[src/rtl/vc_tx_scheduler_if.sv]
// Transmit-side bus of the VC scheduler: source FIFO heads and flow control
// coming in, FIFO pops and the transmitted word going out.
interface vc_tx_scheduler_if #(
    parameter int DW = 8
);
    logic [3:0]      empty;      // per-VC source FIFO empty
    logic [4*DW-1:0] data_in;    // show-ahead FIFO heads, VC i at [i*DW +: DW]
    logic [3:0]      pause;      // per-VC pause from downstream receiver
    logic [3:0]      cont;       // per-VC continue from downstream receiver
    logic [3:0]      err_in;     // per-VC overflow error from downstream
    logic [3:0]      pop;        // one-hot FIFO read, combinational
    logic            valid_out;  // data_out / vc_out valid
    logic [DW-1:0]   data_out;   // transmitted word
    logic [1:0]      vc_out;     // VC id of data_out

    // Scheduler side
    modport master (
        input  empty, data_in, pause, cont, err_in,
        output pop, valid_out, data_out, vc_out
    );

    // FIFO / link side
    modport slave (
        output empty, data_in, pause, cont, err_in,
        input  pop, valid_out, data_out, vc_out
    );
endinterface

[src/rtl/vc_tx_scheduler.sv]
// Four-VC weighted round-robin transmit scheduler.
// Pops one word per cycle from the eligible VC chosen by a pointer/credit
// arbiter and presents it registered one cycle later. Downstream pause/cont
// gate individual VCs; any downstream error locks the block in ERROR.
module vc_tx_scheduler #(
    parameter int DW = 8
) (
    input  logic                     clk,
    input  logic                     rst,
    input  logic                     init,
    input  logic                     arb_wr,
    input  logic [1:0]               arb_sel,
    input  logic [3:0]               arb_val,
    vc_tx_scheduler_if.master        bus,
    output logic                     idle,
    output logic [3:0]               paused,
    output logic [3:0]               err_vc,
    output logic [2:0]               state_o
);

    typedef enum logic [2:0] {
        ST_RESET  = 3'd0,
        ST_INIT   = 3'd1,
        ST_IDLE   = 3'd2,
        ST_ACTIVE = 3'd3,
        ST_ERROR  = 3'd4
    } state_t;

    // ------------------------------------------------------------------
    // State
    // ------------------------------------------------------------------
    state_t          state_q,  state_d;
    logic [3:0][3:0] weight_q, weight_d;
    logic [1:0]      ptr_q,    ptr_d;
    logic [3:0]      cnt_q,    cnt_d;
    logic [3:0]      paused_q, paused_d;
    logic [3:0]      err_vc_q, err_vc_d;
    logic            valid_q,  valid_d;
    logic [DW-1:0]   data_q,   data_d;
    logic [1:0]      vc_q,     vc_d;
    logic            idle_q,   idle_d;

    // Arbitration results
    logic [3:0]      eligible;
    logic            grant_valid;
    logic [1:0]      grant_vc;
    logic [1:0]      cand;

    // A VC may be served when it has data, is not paused (registered flag,
    // so a pause bites one cycle after it arrives) and has non-zero weight.
    always_comb begin
        for (int i = 0; i < 4; i++) begin
            eligible[i] = !bus.empty[i] && !paused_q[i] && (weight_q[i] != 4'd0);
        end
    end

    // Weighted round robin: keep serving ptr while it has credit left,
    // otherwise move to the next eligible VC in rotation. The rotation wraps
    // back to ptr itself, so a lone eligible VC restarts its credit instead
    // of stalling the link.
    always_comb begin
        // NOTE: every variable gets a default before any branch so that no
        // path leaves it unassigned; otherwise a latch would be inferred.
        grant_valid = 1'b0;
        grant_vc    = ptr_q;
        ptr_d       = ptr_q;
        cnt_d       = cnt_q;
        cand        = ptr_q;
        if (state_q == ST_ACTIVE) begin
            if (eligible[ptr_q] && (cnt_q < weight_q[ptr_q])) begin
                grant_valid = 1'b1;
                grant_vc    = ptr_q;
                cnt_d       = cnt_q + 4'd1;
            end else begin
                for (int k = 1; k <= 4; k++) begin
                    cand = ptr_q + 2'(k);
                    if (!grant_valid && eligible[cand]) begin
                        grant_valid = 1'b1;
                        grant_vc    = cand;
                        ptr_d       = cand;
                        cnt_d       = 4'd1;
                    end
                end
            end
        end
    end

    // Weights are only writable while sitting in INIT.
    always_comb begin
        weight_d = weight_q;
        if ((state_q == ST_INIT) && arb_wr) begin
            weight_d[arb_sel] = arb_val;
        end
    end

    // Per-VC pause flags and sticky error mask; frozen only in RESET.
    // A pause wins over a continue arriving in the same cycle.
    always_comb begin
        paused_d = paused_q;
        err_vc_d = err_vc_q;
        if (state_q != ST_RESET) begin
            paused_d = bus.pause | (paused_q & ~bus.cont);
            err_vc_d = err_vc_q | bus.err_in;
        end
    end

    // Next state: errors beat init, init beats the per-state rule.
    always_comb begin
        state_d = state_q;
        case (state_q)
            ST_RESET: state_d = init ? ST_INIT : ST_IDLE;
            ST_INIT, ST_IDLE, ST_ACTIVE: begin
                if (bus.err_in != 4'b0000) begin
                    state_d = ST_ERROR;
                end else if (init) begin
                    state_d = ST_INIT;
                end else begin
                    case (state_q)
                        ST_INIT:   state_d = ST_IDLE;
                        ST_IDLE:   state_d = (bus.empty != 4'b1111) ? ST_ACTIVE : ST_IDLE;
                        default:   state_d = ((bus.empty == 4'b1111) && !grant_valid)
                                             ? ST_IDLE : ST_ACTIVE;
                    endcase
                end
            end
            default:  state_d = ST_ERROR;  // ERROR is left only through rst
        endcase
    end

    // Output stage: capture the granted word; data and VC hold otherwise.
    always_comb begin
        valid_d = grant_valid;
        data_d  = data_q;
        vc_d    = vc_q;
        if (grant_valid) begin
            data_d = bus.data_in[grant_vc*DW +: DW];
            vc_d   = grant_vc;
        end
        idle_d = (state_d == ST_IDLE);
    end

    // All scheduler registers, synchronously cleared by rst.
    always_ff @(posedge clk) begin
        // NOTE: non-blocking assignments here so every flop samples the
        // pre-edge values regardless of statement order.
        if (rst) begin
            state_q  <= ST_RESET;
            // NOTE: the weight table is a handful of flops with a defined
            // power-up value, so it is reset like the rest of the state.
            weight_q <= {4{4'd1}};
            ptr_q    <= 2'd0;
            cnt_q    <= 4'd0;
            paused_q <= 4'b0000;
            err_vc_q <= 4'b0000;
            valid_q  <= 1'b0;
            data_q   <= '0;
            vc_q     <= 2'd0;
            idle_q   <= 1'b0;
        end else begin
            state_q  <= state_d;
            weight_q <= weight_d;
            ptr_q    <= ptr_d;
            cnt_q    <= cnt_d;
            paused_q <= paused_d;
            err_vc_q <= err_vc_d;
            valid_q  <= valid_d;
            data_q   <= data_d;
            vc_q     <= vc_d;
            idle_q   <= idle_d;
        end
    end

    // pop drops in the same cycle rst rises so no word is lost mid-reset.
    assign bus.pop       = (grant_valid && !rst) ? (4'b0001 << grant_vc) : 4'b0000;
    assign bus.valid_out = valid_q;
    assign bus.data_out  = data_q;
    assign bus.vc_out    = vc_q;
    assign idle          = idle_q;
    assign paused        = paused_q;
    assign err_vc        = err_vc_q;
    assign state_o       = state_q;

endmodule

[src/flat_wrapper.sv]
// flat-port wrapper written by rule: the top's interface ports become plain ports
module vc_tx_scheduler_flat 
#(
    parameter int DW = 8
)
  (clk, rst, init, arb_wr, arb_sel, arb_val, idle, paused, err_vc, state_o, bus_empty, bus_data_in, bus_pause, bus_cont, bus_err_in, bus_pop, bus_valid_out, bus_data_out, bus_vc_out);
  vc_tx_scheduler_if #(.DW(DW)) bus_i ();
  input  logic clk;
  input  logic rst;
  input  logic init;
  input  logic arb_wr;
  input  logic [1:0] arb_sel;
  input  logic [3:0] arb_val;
  output logic idle;
  output logic [3:0] paused;
  output logic [3:0] err_vc;
  output logic [2:0] state_o;
  input wire logic [$bits(bus_i.empty)-1:0] bus_empty;
  input wire logic [$bits(bus_i.data_in)-1:0] bus_data_in;
  input wire logic [$bits(bus_i.pause)-1:0] bus_pause;
  input wire logic [$bits(bus_i.cont)-1:0] bus_cont;
  input wire logic [$bits(bus_i.err_in)-1:0] bus_err_in;
  output wire logic [$bits(bus_i.pop)-1:0] bus_pop;
  output wire logic [$bits(bus_i.valid_out)-1:0] bus_valid_out;
  output wire logic [$bits(bus_i.data_out)-1:0] bus_data_out;
  output wire logic [$bits(bus_i.vc_out)-1:0] bus_vc_out;
  assign bus_i.empty = bus_empty;
  assign bus_i.data_in = bus_data_in;
  assign bus_i.pause = bus_pause;
  assign bus_i.cont = bus_cont;
  assign bus_i.err_in = bus_err_in;
  assign bus_pop = bus_i.pop;
  assign bus_valid_out = bus_i.valid_out;
  assign bus_data_out = bus_i.data_out;
  assign bus_vc_out = bus_i.vc_out;
  vc_tx_scheduler #(.DW(DW)) u_core (.clk(clk), .rst(rst), .init(init), .arb_wr(arb_wr), .arb_sel(arb_sel), .arb_val(arb_val), .bus(bus_i), .idle(idle), .paused(paused), .err_vc(err_vc), .state_o(state_o));
endmodule
[config.mk]
export PLATFORM = sky130hd
export DESIGN_NAME = vc_tx_scheduler_flat
export DESIGN_NICKNAME = d
export VERILOG_FILES = /design/src/rtl/vc_tx_scheduler_if.sv /design/src/rtl/vc_tx_scheduler.sv /design/src/flat_wrapper.sv
export SDC_FILE = /design/constraint.sdc
export NUM_CORES = 1
export LEC_CHECK = 0
export CORE_MARGIN = 10
export CORE_UTILIZATION = 45
export CTS_CLUSTER_SIZE = 25
export DETAILED_ROUTE_END_ITERATION = 8
export PLACE_DENSITY = 0.8
export RECOVER_POWER = 25
export SLEW_MARGIN = 20
export SYNTH_ARGS = -nofsm -noshare
export SYNTH_HDL_FRONTEND = slang
export SYNTH_SLANG_ARGS = --single-unit
[constraint.sdc]
create_clock -name clk -period 5.1 [get_ports clk]
set_clock_uncertainty 0.05 [all_clocks]
set_input_delay 1.275 -clock clk [delete_from_list [all_inputs] [get_ports clk]]
set_output_delay 1.275 -clock clk [all_outputs]
set_load 0.01 [all_outputs]
==> metrics.txt, run 1 <==
# TYPE chip_impl_metric gauge
chip_impl_info{name="outcome",value="finished clean"} 1
chip_impl_metric{name="post-route-drc-count",unit=""} 0
chip_impl_info{name="post-synth-top-count-cell",value="sky130_fd_sc_hd__nor2_1"} 1
chip_impl_metric{name="max_freq",unit="MHz"} 201
chip_impl_metric{name="grt_start_max_net_pins",unit=""} 28
chip_impl_metric{name="post-route-period-util",unit="%"} 97.8
chip_impl_info{name="setup.worst_path.start_class",value="input port"} 1
chip_impl_metric{name="final_hold_violating_endpoints",unit=""} 0
chip_impl_metric{name="synth_seq_area_share",unit="%"} 37.6
chip_impl_metric{name="area_growth_syn_to_layout",unit="%"} 47.1
chip_impl_metric{name="setup_viol_count_final",unit=""} 0
chip_impl_metric{name="n_fill_cell",unit=""} 445
chip_impl_metric{name="clkLatencyLatePin",unit="ns"} 0.30
chip_impl_metric{name="cp_max_fo",unit=""} 3
chip_impl_info{name="netlist_top_cells_count",value="46 x sky130_fd_sc_hd__nor2_1, 45 x sky130_fd_sc_hd__dfxtp_1, 14 x sky130_fd_sc_hd__mux2i_1"} 1
chip_impl_metric{name="cts_made_buffers",unit=""} 5
chip_impl_metric{name="detailed_place.area",unit="µm²"} 3410
chip_impl_metric{name="vias_per_cell",unit=""} 5.41
chip_impl_info{name="crit_path_top_delay_cell",value="sky130_fd_sc_hd__mux4_2"} 1
chip_impl_metric{name="core_region_area",unit="µm²"} 5140
chip_impl_metric{name="irDropWorstVdd",unit="mV"} 0.225
chip_impl_metric{name="floorplan.die.width",unit="µm"} 93.0
chip_impl_metric{name="cts.reportedPaths.clkPinSlew",unit="ns"} 0.09
chip_impl_metric{name="power.share.clock",unit="%"} 28.4
chip_impl_metric{name="proportion_of_layout_cells_with_a_drive_suffix_above_1",unit="%"} 17.2
chip_impl_metric{name="drt_iter0_drc",unit=""} 94
chip_impl_metric{name="post_synth_inst_count",unit=""} 246
chip_impl_info{name="clock-root-buffer",value="sky130_fd_sc_hd__clkbuf_8"} 1
chip_impl_metric{name="regArea",unit="µm²"} 901
chip_impl_metric{name="final.min_clock_period",unit="ns"} 4.99
chip_impl_info{name="setup.worst_path.end_class",value="output port"} 1
chip_impl_metric{name="timing.slew.headroom",unit="%"} 24.7
chip_impl_metric{name="critical_path_required",unit="ns"} 3.77
chip_impl_metric{name="cp_data_arrival_time",unit="ns"} 3.66
chip_impl_metric{name="number_of_buffers_on_the_longest_clock_path",unit=""} 2
chip_impl_info{name="rsz0062_at_grt",value="false"} 1
chip_impl_metric{name="drt.antenna.violating_nets",unit=""} 0
chip_impl_metric{name="dp_hpwl",unit="mm"} 5.89
chip_impl_metric{name="power.combinational.fraction",unit="%"} 24.6
chip_impl_metric{name="timing_max_transition_violations_final",unit=""} 0
chip_impl_metric{name="num_vias",unit=""} 2266
chip_impl_metric{name="netlist.area_leader.share",unit="%"} 37.6
chip_impl_metric{name="multiInputGateArea",unit="µm²"} 1410
chip_impl_metric{name="synth-edff-count",unit=""} 0
chip_impl_info{name="min-delay-path-class",value="register to register"} 1
chip_impl_metric{name="row_count",unit=""} 26
chip_impl_metric{name="first_pass_iteration_count_of_the_detailed_router",unit=""} 4
chip_impl_info{name="path_class",value="input port to output port"} 1
chip_impl_metric{name="syn-cell-area",unit="µm²"} 2390
chip_impl_metric{name="die_area",unit="µm²"} 8640
chip_impl_info{name="synth.top_cells.by_area",value="sky130_fd_sc_hd__dfxtp_1 38%, sky130_fd_sc_hd__nor2_1 7.2%, sky130_fd_sc_hd__mux4_1 6.6%"} 1
chip_impl_metric{name="netSwitchingFraction",unit="%"} 28.3
chip_impl_metric{name="design.final.nets",unit=""} 410
chip_impl_metric{name="synthDistinctLibCells",unit=""} 47
chip_impl_info{name="netlist.top_cell.by_area",value="sky130_fd_sc_hd__dfxtp_1"} 1
chip_impl_metric{name="port_buffers",unit=""} 84
chip_impl_metric{name="async_flop_share",unit="%"} 0
chip_impl_metric{name="fin_ws",unit="ns"} 0.113
chip_impl_metric{name="gr-usage-all-layers",unit="%"} 16.2
chip_impl_metric{name="synth_fp_nets",unit=""} 308
chip_impl_metric{name="finalWirelength",unit="mm"} 7.23
chip_impl_metric{name="die_height",unit="µm"} 93.0
chip_impl_metric{name="worst-slew-pin-transition",unit="ns"} 1.13
chip_impl_info{name="crit_top_cell",value="sky130_fd_sc_hd__buf_4"} 1
chip_impl_metric{name="internal_power",unit="mW"} 0.580
chip_impl_info{name="timing.critical_path.from",value="bus_empty[2]"} 1
chip_impl_metric{name="h-tree-depth",unit=""} 2
chip_impl_metric{name="numClockSinks",unit=""} 45
chip_impl_metric{name="wl_per_cell",unit="µm"} 17.2
chip_impl_info{name="synth_flop_cell",value="sky130_fd_sc_hd__dfxtp_1"} 1
chip_impl_info{name="rr_startpoint",value="u_core.ptr_q[0]"} 1
chip_impl_metric{name="globalplace.congestion",unit=""} 0.932
chip_impl_info{name="hp-start",value="u_core.err_vc[0]"} 1
chip_impl_metric{name="post-route-cell-area",unit="µm²"} 3520
chip_impl_metric{name="ys.warnings.count",unit=""} 0
chip_impl_info{name="tritoncts",value="built"} 1
chip_impl_metric{name="p_switching",unit="mW"} 0.229
chip_impl_metric{name="grt_pass1_wl",unit="mm"} 11.3
chip_impl_metric{name="worst_path_largest_cell_delay",unit="ns"} 0.51
chip_impl_metric{name="max_cap_violations",unit=""} 0
chip_impl_metric{name="io-pin-count",unit=""} 85
chip_impl_metric{name="synth_seq_cells",unit=""} 45
chip_impl_metric{name="leakage",unit="nW"} 1.45
chip_impl_metric{name="number_of_global_route_vias_before_repair",unit=""} 2244
chip_impl_metric{name="powerDensity",unit="nW/µm²"} 230
chip_impl_metric{name="grt_remaining_overflow",unit=""} 0
chip_impl_metric{name="p_seq_share",unit="%"} 47.0
chip_impl_metric{name="preCtsSetupSlack",unit="ns"} -0.423
chip_impl_metric{name="antenna_cells",unit=""} 0
chip_impl_metric{name="antenna_violations_before_repair",unit=""} 0
chip_impl_info{name="cp_cell_sequence",value="clkdlybuf4s50_1 > or3_1 > mux4_2 > a22o_4 > mux2_4 > buf_4 > and3_2 > buf_4"} 1
chip_impl_metric{name="initial_utilization",unit="%"} 46.6
chip_impl_metric{name="syn-mean-instance-area",unit="µm²"} 9.73
-- critical path, delay by kind of cell --
family / cells / cell delay, ns
and+or+nand+nor: 2 / 0.57
muxes: 2 / 0.83
AOI/OAI and AO/OA: 1 / 0.29
buffers and inverters: 3 / 0.69
-- sequential cells by signal, indices dropped and copies added, names as in the netlist --
name,count
u_core.bus.data_out,8
u_core.bus.valid_out,1
u_core.bus.vc_out,2
u_core.cnt_q,4
u_core.err_vc,4
u_core.idle,1
u_core.paused,4
u_core.ptr_q,2
u_core.state_o,3
u_core.weight_q,16
-- power groups by stage --
stage	combinational (mW)	clock (mW)	sequential, mW
6_report	0.199	0.230	0.380
5_1_grt	0.214	0.249	0.383
4_1_cts	0.197	0.233	0.380
3_5_place_dp	0.194	0	0.388
3_3_place_gp	0.190	0	0.388
2_1_floorplan	0.0896	0	0.390
-- stage by stage --
step                TNS (ns)  hold slack (ns)  power [mW]  utilization, %  cells
floorplan                  0            0.409       0.480               -    246
global placement       -1.52            0.398       0.577            66.3    407
detailed placement     -1.64            0.402       0.582            66.3    407
CTS                        0            0.425       0.810            67.9    415
global route               0            0.456       0.846            68.5    419
finish                     0            0.425       0.809            68.5    419
-- final cells by class --
class                           count  share of cell area, %
Timing Repair Buffer              107                   28.3
Clock inverter                      3                  0.710
Inverter                            9                  0.959
Sequential cell                    45                   25.6
Tap cell                           70                   2.49
Clock buffer                        5                   1.95
Multi-Input combinational cell    180                   40.0
-- metal layers --
layer	GRT usage [%]	share of wire, %	vias up
li1	-	-	1122
met1	18.2	41	1091
met2	30.0	55	43
met5	0	0	-
met3	3.55	3.3	10
met4	3.98	1.0	0
-- path summary, 6_finish.rpt --
kind,slack (ns),depth (start not counted),end
max,0.11,8,bus_pop[2]
min,0.42,2,u_core.err_vc[0]
max reg2reg,1.40,12,u_core.bus.data_out[6]
min reg2reg,0.42,2,u_core.err_vc[0]
-- cell usage in the layout (no fill, tap or decap), types with 5 or more instances in the layout --
cell,Yosys,final
sky130_fd_sc_hd__a211o_1,5,5
sky130_fd_sc_hd__a211oi_1,5,5
sky130_fd_sc_hd__mux4_2,6,7
sky130_fd_sc_hd__clkbuf_8,0,5
sky130_fd_sc_hd__inv_1,9,8
sky130_fd_sc_hd__nor2_1,46,45
sky130_fd_sc_hd__nor3_1,6,6
sky130_fd_sc_hd__a22o_1,9,9
sky130_fd_sc_hd__dfxtp_1,45,45
sky130_fd_sc_hd__mux2i_1,14,14
sky130_fd_sc_hd__clkdlybuf4s50_1,0,77
sky130_fd_sc_hd__buf_4,0,23
sky130_fd_sc_hd__a21oi_1,13,13
sky130_fd_sc_hd__nand2_1,11,11
sky130_fd_sc_hd__mux4_1,6,5
-- logic make-up after synthesis --
group	Yosys count	synth area share, %
and+or+nand+nor	97	20.1
AOI/OAI and AO/OA	52	17.7
DFF	45	37.6
muxes	27	18.7
buffers and inverters	21	3.87
adders and majority gates	4	2.09
-- what timing repair did --
| action | CTS | global route |
|---|---|---|
| hold buffers | 0 | 0 |
| pin swaps | 1 | 3 |
| endpoints found under the hold margin | 0 | 0 |
| setup buffers | 0 | 4 |
| endpoints found under the setup margin | 4 | 4 |
| resized for setup | 16 | 7 |
Power figures use the tool's default switching activity.
==> run 2: changes to the inputs <==
PLACE_DENSITY = 0.9   (was 0.8)
==> run 2 against run 1 <==
Core utilization decreased by 0.49 points. Sequential power about the same. Critical path depth unchanged. Count of clock-buffer cells in the layout unchanged. Die area unchanged. Routed wire length increased by 1.2%. Non-clock buffer count decreased by 2. Sequential share of layout area increased by 0.18 points. Flip-flop and latch count unchanged. Clock power decreased by 2%. Hold slack improved by 0.0046 ns. Critical endpoint is now bus_pop[0]. Largest power group unchanged.
==> metrics.txt, run 2 (synthesized netlist as in run 1, its figures left out) <==
# TYPE chip_impl_metric gauge
chip_impl_info{name="outcome",value="finished clean"} 1
chip_impl_info{name="setup.worst_path.start_class",value="input port"} 1
chip_impl_metric{name="worst-slew-pin-transition",unit="ns"} 1.44
chip_impl_metric{name="leakage",unit="nW"} 1.43
chip_impl_metric{name="max_freq",unit="MHz"} 201
chip_impl_metric{name="design.final.nets",unit=""} 408
chip_impl_metric{name="grt_remaining_overflow",unit=""} 0
chip_impl_info{name="layout.cells.most_common_list",value="78 x sky130_fd_sc_hd__clkdlybuf4s50_1, 45 x sky130_fd_sc_hd__dfxtp_1, 44 x sky130_fd_sc_hd__nor2_1"} 1
chip_impl_metric{name="drt_iter0_drc",unit=""} 188
chip_impl_metric{name="cts_hold_repair.buffers",unit=""} 0
chip_impl_metric{name="wl_per_cell",unit="µm"} 17.5
chip_impl_metric{name="io-pin-count",unit=""} 85
chip_impl_metric{name="final.setup.tns",unit="ns"} 0
chip_impl_metric{name="final.min_clock_period",unit="ns"} 4.98
chip_impl_metric{name="fin_ws",unit="ns"} 0.119
chip_impl_metric{name="multiInputGateArea",unit="µm²"} 1400
chip_impl_metric{name="h-tree-depth",unit=""} 2
chip_impl_metric{name="timing.slew.headroom",unit="%"} 3.78
chip_impl_metric{name="power",unit="mW"} 0.803
chip_impl_metric{name="dp_cells",unit=""} 408
chip_impl_metric{name="drt.antenna.violating_nets",unit=""} 0
chip_impl_metric{name="clkLatencyLatePin",unit="ns"} 0.30
chip_impl_metric{name="post-route-period-util",unit="%"} 97.7
chip_impl_metric{name="final_cells",unit=""} 417
chip_impl_metric{name="proportion_of_layout_cells_with_a_drive_suffix_above_1",unit="%"} 17.0
chip_impl_metric{name="vias_per_cell",unit=""} 5.53
chip_impl_metric{name="preCtsSetupSlack",unit="ns"} -0.408
chip_impl_info{name="clock-root-buffer",value="sky130_fd_sc_hd__clkbuf_8"} 1
chip_impl_metric{name="num_vias",unit=""} 2305
chip_impl_metric{name="numClockSinks",unit=""} 45
chip_impl_metric{name="timing_max_transition_violations_final",unit=""} 0
chip_impl_info{name="final_common_cell",value="sky130_fd_sc_hd__clkdlybuf4s50_1"} 1
chip_impl_info{name="crit_path_top_delay_cell",value="sky130_fd_sc_hd__mux4_2"} 1
chip_impl_info{name="rsz0062_at_grt",value="false"} 1
chip_impl_metric{name="setup_viol_count_final",unit=""} 0
chip_impl_metric{name="row_count",unit=""} 26
chip_impl_info{name="largest-register",value="u_core.weight_q"} 1
chip_impl_metric{name="number_of_global_route_vias_before_repair",unit=""} 2289
chip_impl_metric{name="powerDensity",unit="nW/µm²"} 229
chip_impl_metric{name="largest_register_ff_count",unit=""} 16
chip_impl_metric{name="core_region_area",unit="µm²"} 5140
chip_impl_metric{name="cts_made_buffers",unit=""} 5
chip_impl_metric{name="first_pass_iteration_count_of_the_detailed_router",unit=""} 4
chip_impl_metric{name="antenna_violations_before_repair",unit=""} 0
chip_impl_metric{name="irDropWorstVdd",unit="mV"} 0.154
chip_impl_metric{name="die_area",unit="µm²"} 8640
chip_impl_metric{name="n_fill_cell",unit=""} 428
chip_impl_metric{name="area_growth_syn_to_layout",unit="%"} 46.1
chip_impl_metric{name="antenna_cells",unit=""} 0
chip_impl_metric{name="initial_utilization",unit="%"} 46.6
chip_impl_metric{name="cp_max_fo",unit=""} 3
chip_impl_metric{name="grt_pass1_wl",unit="mm"} 11.8
chip_impl_metric{name="worst_path_largest_cell_delay",unit="ns"} 0.51
chip_impl_metric{name="grt_start_max_net_pins",unit=""} 37
chip_impl_metric{name="cp_data_arrival_time",unit="ns"} 3.66
chip_impl_metric{name="gr-usage-all-layers",unit="%"} 16.7
chip_impl_metric{name="final_hold_violating_endpoints",unit=""} 0
chip_impl_metric{name="die_height",unit="µm"} 93.0
chip_impl_metric{name="number_of_buffers_on_the_longest_clock_path",unit=""} 2
chip_impl_info{name="setup.worst_path.end_class",value="output port"} 1
chip_impl_metric{name="post-route-drc-count",unit=""} 0
chip_impl_metric{name="port_buffers",unit=""} 84
chip_impl_info{name="tritoncts",value="built"} 1
chip_impl_metric{name="cts.reportedPaths.clkPinSlew",unit="ns"} 0.09
chip_impl_info{name="path_class",value="input port to output port"} 1
chip_impl_metric{name="globalplace.congestion",unit=""} 0.950
chip_impl_metric{name="post-route-cell-area",unit="µm²"} 3500
chip_impl_metric{name="dp_hpwl",unit="mm"} 6.10
chip_impl_metric{name="regArea",unit="µm²"} 901
chip_impl_metric{name="detailed_place.area",unit="µm²"} 3410
chip_impl_metric{name="floorplan.die.width",unit="µm"} 93.0
chip_impl_info{name="min-delay-path-class",value="register to register"} 1
chip_impl_metric{name="critical_path_required",unit="ns"} 3.77
chip_impl_metric{name="finalWirelength",unit="mm"} 7.32
chip_impl_info{name="cp_cell_sequence",value="clkdlybuf4s50_1 > or3_1 > mux4_2 > a22o_4 > mux2_4 > inv_2 > and3_2 > clkdlybuf4s15_2"} 1
chip_impl_metric{name="max_cap_violations",unit=""} 0
==> run 2: report_power, final <==
group | switching (mW) | leakage (nW) | total [mW] | internal [mW]
registers | 0.0135 | 0.365 | 0.380 | 0.366
logic | 0.0831 | 1.02 | 0.198 | 0.115
clock network | 0.128 | 0.0445 | 0.225 | 0.0973
==> run 2: what timing repair did <==
action	4_1_cts	5_1_grt
cloned	0	0
setup endpoints to repair	4	2
buffers inserted	1	0
resized for setup	17	5
pin swaps	1	0
==> run 2: final timing paths <==
| kind | start | to | slack [ns] | cells past startpoint |
|---|---|---|---|---|
| hold / removal | u_core.err_vc[0] | u_core.err_vc[0] | 0.43 | 2 |
| hold reg to reg | u_core.err_vc[0] | u_core.err_vc[0] | 0.43 | 2 |
| setup / recovery | bus_empty[2] | bus_pop[0] | 0.12 | 8 |
| setup reg to reg | u_core.ptr_q[0] | u_core.bus.data_out[6] | 1.55 | 12 |
==> run 2: cell type report <==
| class | count | area share (%) |
|---|---|---|
| sequential | 45 | 25.8 |
| multi-input combinational | 180 | 40.1 |
| inverter | 9 | 0.966 |
| clock inverter | 3 | 0.608 |
| clock buffer | 5 | 1.97 |
| timing repair buffer | 105 | 28.1 |
| tap | 70 | 2.50 |
==> run 2: through the flow <==
step	hold slack [ns]	util, %
2_1_floorplan	0.409	-
5_1_grt	0.459	68.1
6_report	0.429	68.1
4_1_cts	0.435	68.1
3_5_place_dp	0.406	66.4
3_3_place_gp	0.399	66.4
==> run 2: metal layers <==
layer  global-route usage [%]  share of wire, %  up-vias
met5                        0                 0        -
met2                     31.5                56       59
li1                         -                 -     1116
met1                     18.6                39     1119
met3                     2.26               3.2       11
met4                     5.66               1.7        0
==> run 2: worst max-delay path, delay by kind of cell <==
family	cells	cell delay [ns]
AOI/OAI and AO/OA	1	0.30
muxes	2	0.83
and+or+nand+nor	2	0.55
buffers and inverters	3	0.70
==> run 3: changes to the inputs <==
CELL_PAD_IN_SITES_DETAIL_PLACEMENT = 1   (was unset)
CELL_PAD_IN_SITES_GLOBAL_PLACEMENT = 2   (was unset)
CORE_ASPECT_RATIO = 0.7   (was unset)
CORE_UTILIZATION = 26   (was 45)
GPL_TIMING_DRIVEN = 0   (was unset)
PLACE_DENSITY = 0.89   (was 0.9)
==> run 3 against run 2 <==
Combinational power hardly changed. Final cell count increased by 13%. Critical path depth grew 1. Die area grew 56%. Sequential power about the same. Fmax down 0.78%. Via count fell by 0.30%. Core utilization shrank 28 points. Flip-flop and latch count unchanged. Routed wire length grew 17%. Sequential share of layout area down 1.0 points. Critical path type unchanged. Critical endpoint is now bus_pop[2]. Largest power group is now the clock network.
==> metrics.txt, run 3 (synthesized netlist as in run 1, its figures left out) <==
# TYPE chip_impl_metric gauge
chip_impl_metric{name="drt_iter0_drc",unit=""} 115
chip_impl_metric{name="gr-usage-all-layers",unit="%"} 12.4
chip_impl_metric{name="port_buffers",unit=""} 84
chip_impl_metric{name="wl_per_cell",unit="µm"} 18.1
chip_impl_metric{name="final.setup.tns",unit="ns"} 0
chip_impl_metric{name="leakage",unit="nW"} 1.51
chip_impl_metric{name="critical_path_required",unit="ns"} 3.77
chip_impl_metric{name="cts_made_buffers",unit=""} 5
chip_impl_metric{name="h-tree-depth",unit=""} 2
chip_impl_metric{name="grt_pass1_wl",unit="mm"} 13.5
chip_impl_info{name="min-delay-path-class",value="register to register"} 1
chip_impl_metric{name="power",unit="mW"} 0.962
chip_impl_metric{name="area_growth_syn_to_layout",unit="%"} 52.2
chip_impl_metric{name="cts.reportedPaths.clkPinSlew",unit="ns"} 0.06
chip_impl_metric{name="setup_viol_count_final",unit=""} 0
chip_impl_metric{name="antenna_cells",unit=""} 0
chip_impl_info{name="rsz0062_at_grt",value="false"} 1
chip_impl_info{name="path_class",value="input port to output port"} 1
chip_impl_metric{name="final_hold_violating_endpoints",unit=""} 0
chip_impl_metric{name="dp_cells",unit=""} 454
chip_impl_info{name="top_layer_used",value="met4"} 1
chip_impl_info{name="outcome",value="finished clean"} 1
chip_impl_metric{name="vias_per_cell",unit=""} 4.87
chip_impl_metric{name="drt.antenna.violating_nets",unit=""} 0
chip_impl_metric{name="worst-slew-pin-transition",unit="ns"} 0.804
chip_impl_metric{name="final_cells",unit=""} 472
chip_impl_metric{name="cp_data_arrival_time",unit="ns"} 3.70
chip_impl_metric{name="dp_hpwl",unit="mm"} 6.66
chip_impl_metric{name="design.final.nets",unit=""} 409
chip_impl_info{name="layout.cells.most_common_list",value="60 x sky130_fd_sc_hd__clkdlybuf4s50_1, 46 x sky130_fd_sc_hd__nor2_1, 45 x sky130_fd_sc_hd__dfxtp_1"} 1
chip_impl_metric{name="irDropWorstVdd",unit="mV"} 0.115
chip_impl_metric{name="max_freq",unit="MHz"} 199
chip_impl_metric{name="clkLatencyLatePin",unit="ns"} 0.29
chip_impl_info{name="largest-register",value="u_core.weight_q"} 1
chip_impl_metric{name="antenna_violations_before_repair",unit=""} 0
chip_impl_metric{name="cp_max_fo",unit=""} 5
chip_impl_metric{name="metal_1_wl",unit="mm"} 4.00
chip_impl_metric{name="post-route-util",unit="%"} 40.4
chip_impl_metric{name="timing_max_transition_violations_final",unit=""} 0
chip_impl_metric{name="row_count",unit=""} 29
chip_impl_info{name="setup.worst_path.start_class",value="input port"} 1
chip_impl_metric{name="number_of_buffers_on_the_longest_clock_path",unit=""} 2
chip_impl_metric{name="number_of_global_route_vias_before_repair",unit=""} 2478
chip_impl_metric{name="die_area",unit="µm²"} 13500
chip_impl_metric{name="grt_start_max_net_pins",unit=""} 15
chip_impl_metric{name="floorplan.die.width",unit="µm"} 135
chip_impl_metric{name="globalplace.congestion",unit=""} 0.788
chip_impl_metric{name="initial_utilization",unit="%"} 26.5
chip_impl_metric{name="post-route-period-util",unit="%"} 98.4
chip_impl_metric{name="first_pass_iteration_count_of_the_detailed_router",unit=""} 4
chip_impl_metric{name="met3_wirelength",unit="µm"} 363
chip_impl_metric{name="timing.slew.headroom",unit="%"} 46.0
chip_impl_metric{name="finalWirelength",unit="mm"} 8.55
chip_impl_metric{name="final.min_clock_period",unit="ns"} 5.02
chip_impl_metric{name="powerDensity",unit="nW/µm²"} 264
chip_impl_info{name="final_common_cell",value="sky130_fd_sc_hd__clkdlybuf4s50_1"} 1
chip_impl_metric{name="post-route-drc-count",unit=""} 0
chip_impl_metric{name="proportion_of_layout_cells_with_a_drive_suffix_above_1",unit="%"} 16.4
chip_impl_metric{name="grt_remaining_overflow",unit=""} 0
chip_impl_metric{name="max_cap_violations",unit=""} 0
chip_impl_metric{name="die_height",unit="µm"} 100
chip_impl_metric{name="met2WireLength",unit="mm"} 4.14
chip_impl_info{name="tritoncts",value="built"} 1
chip_impl_metric{name="numClockSinks",unit=""} 45
chip_impl_info{name="clock-root-buffer",value="sky130_fd_sc_hd__clkbuf_16"} 1
chip_impl_metric{name="num_vias",unit=""} 2298
chip_impl_info{name="setup.worst_path.end_class",value="output port"} 1
chip_impl_metric{name="holdWs",unit="ns"} 0.420
chip_impl_metric{name="largest_register_ff_count",unit=""} 16
chip_impl_metric{name="io-pin-count",unit=""} 85
chip_impl_metric{name="core_region_area",unit="µm²"} 9030
## run 3: cell types whose count changed in the layout (fill, tap and decap cells not counted), sizes merged
cell	change
clkdlybuf4s50	-18
dlygate4sd3	+17
clkbuf	+8
buf	-5
bufinv	+1
clkdlybuf4s15	-1
clkinv	-1
dlygate4sd2	+1
inv	-1
## run 3: layout make-up
class                      instances  area, µm²
clock buffer                       6        139
tap                              124        155
fill                            1031       5390
buffer                            11       60.1
inverter                           9       36.3
sequential                        45        901
clock inverter                     2       37.5
timing repair buffer              95        901
multi-input combinational        180       1420
## run 3: routing by layer
metal	vias up	global-route usage, %
met5	-	0
li1	1122	-
met1	1123	16.0
met4	0	2.25
met2	48	20.9
met3	5	2.79
## run 3: stage by stage
step | instance area (µm²) | setup slack [ns]
after floorplan | 2390 | 0.246
after global placement | 3390 | -0.860
after detailed placement | 3390 | -0.902
after CTS | 3630 | 0.0560
after global routing | 3650 | 0.0180
final | 3650 | 0.0796
## run 3: path summary, 6_finish.rpt
kind | start | endpoint | slack (ns) | depth (start not counted)
setup / recovery | bus_empty[3] | bus_pop[2] | 0.08 | 9
hold / removal | u_core.err_vc[1] | u_core.err_vc[1] | 0.42 | 2
hold reg to reg | u_core.err_vc[1] | u_core.err_vc[1] | 0.42 | 2
setup reg to reg | u_core.ptr_q[1] | u_core.bus.data_out[5] | 1.23 | 15
## run 3: critical path, cell delays in order
cell and delay [ns]:
sky130_fd_sc_hd__dlygate4sd2_1 0.25, sky130_fd_sc_hd__or2_4 0.24, sky130_fd_sc_hd__or2_2 0.29, sky130_fd_sc_hd__mux4_2 0.50, sky130_fd_sc_hd__a22o_4 0.30, sky130_fd_sc_hd__mux2_4 0.35, sky130_fd_sc_hd__buf_4 0.16, sky130_fd_sc_hd__and3_2 0.18
sky130_fd_sc_hd__buf_2 0.14
## run 3: where the power goes
group / total [mW] / internal [mW] / switching (mW) / leakage [nW]
clock: 0.383 / 0.245 / 0.139 / 0.0831
sequential: 0.379 / 0.367 / 0.0124 / 0.365
combinational: 0.199 / 0.109 / 0.0906 / 1.07
## run 3: what timing repair did
item / CTS / global route
setup buffers: 11 / 0
pin swaps: 3 / 0
hold endpoints to repair: 0 / 0
gates resized for setup: 26 / 8
setup endpoints to repair: 4 / 4
hold buffers: 0 / 0
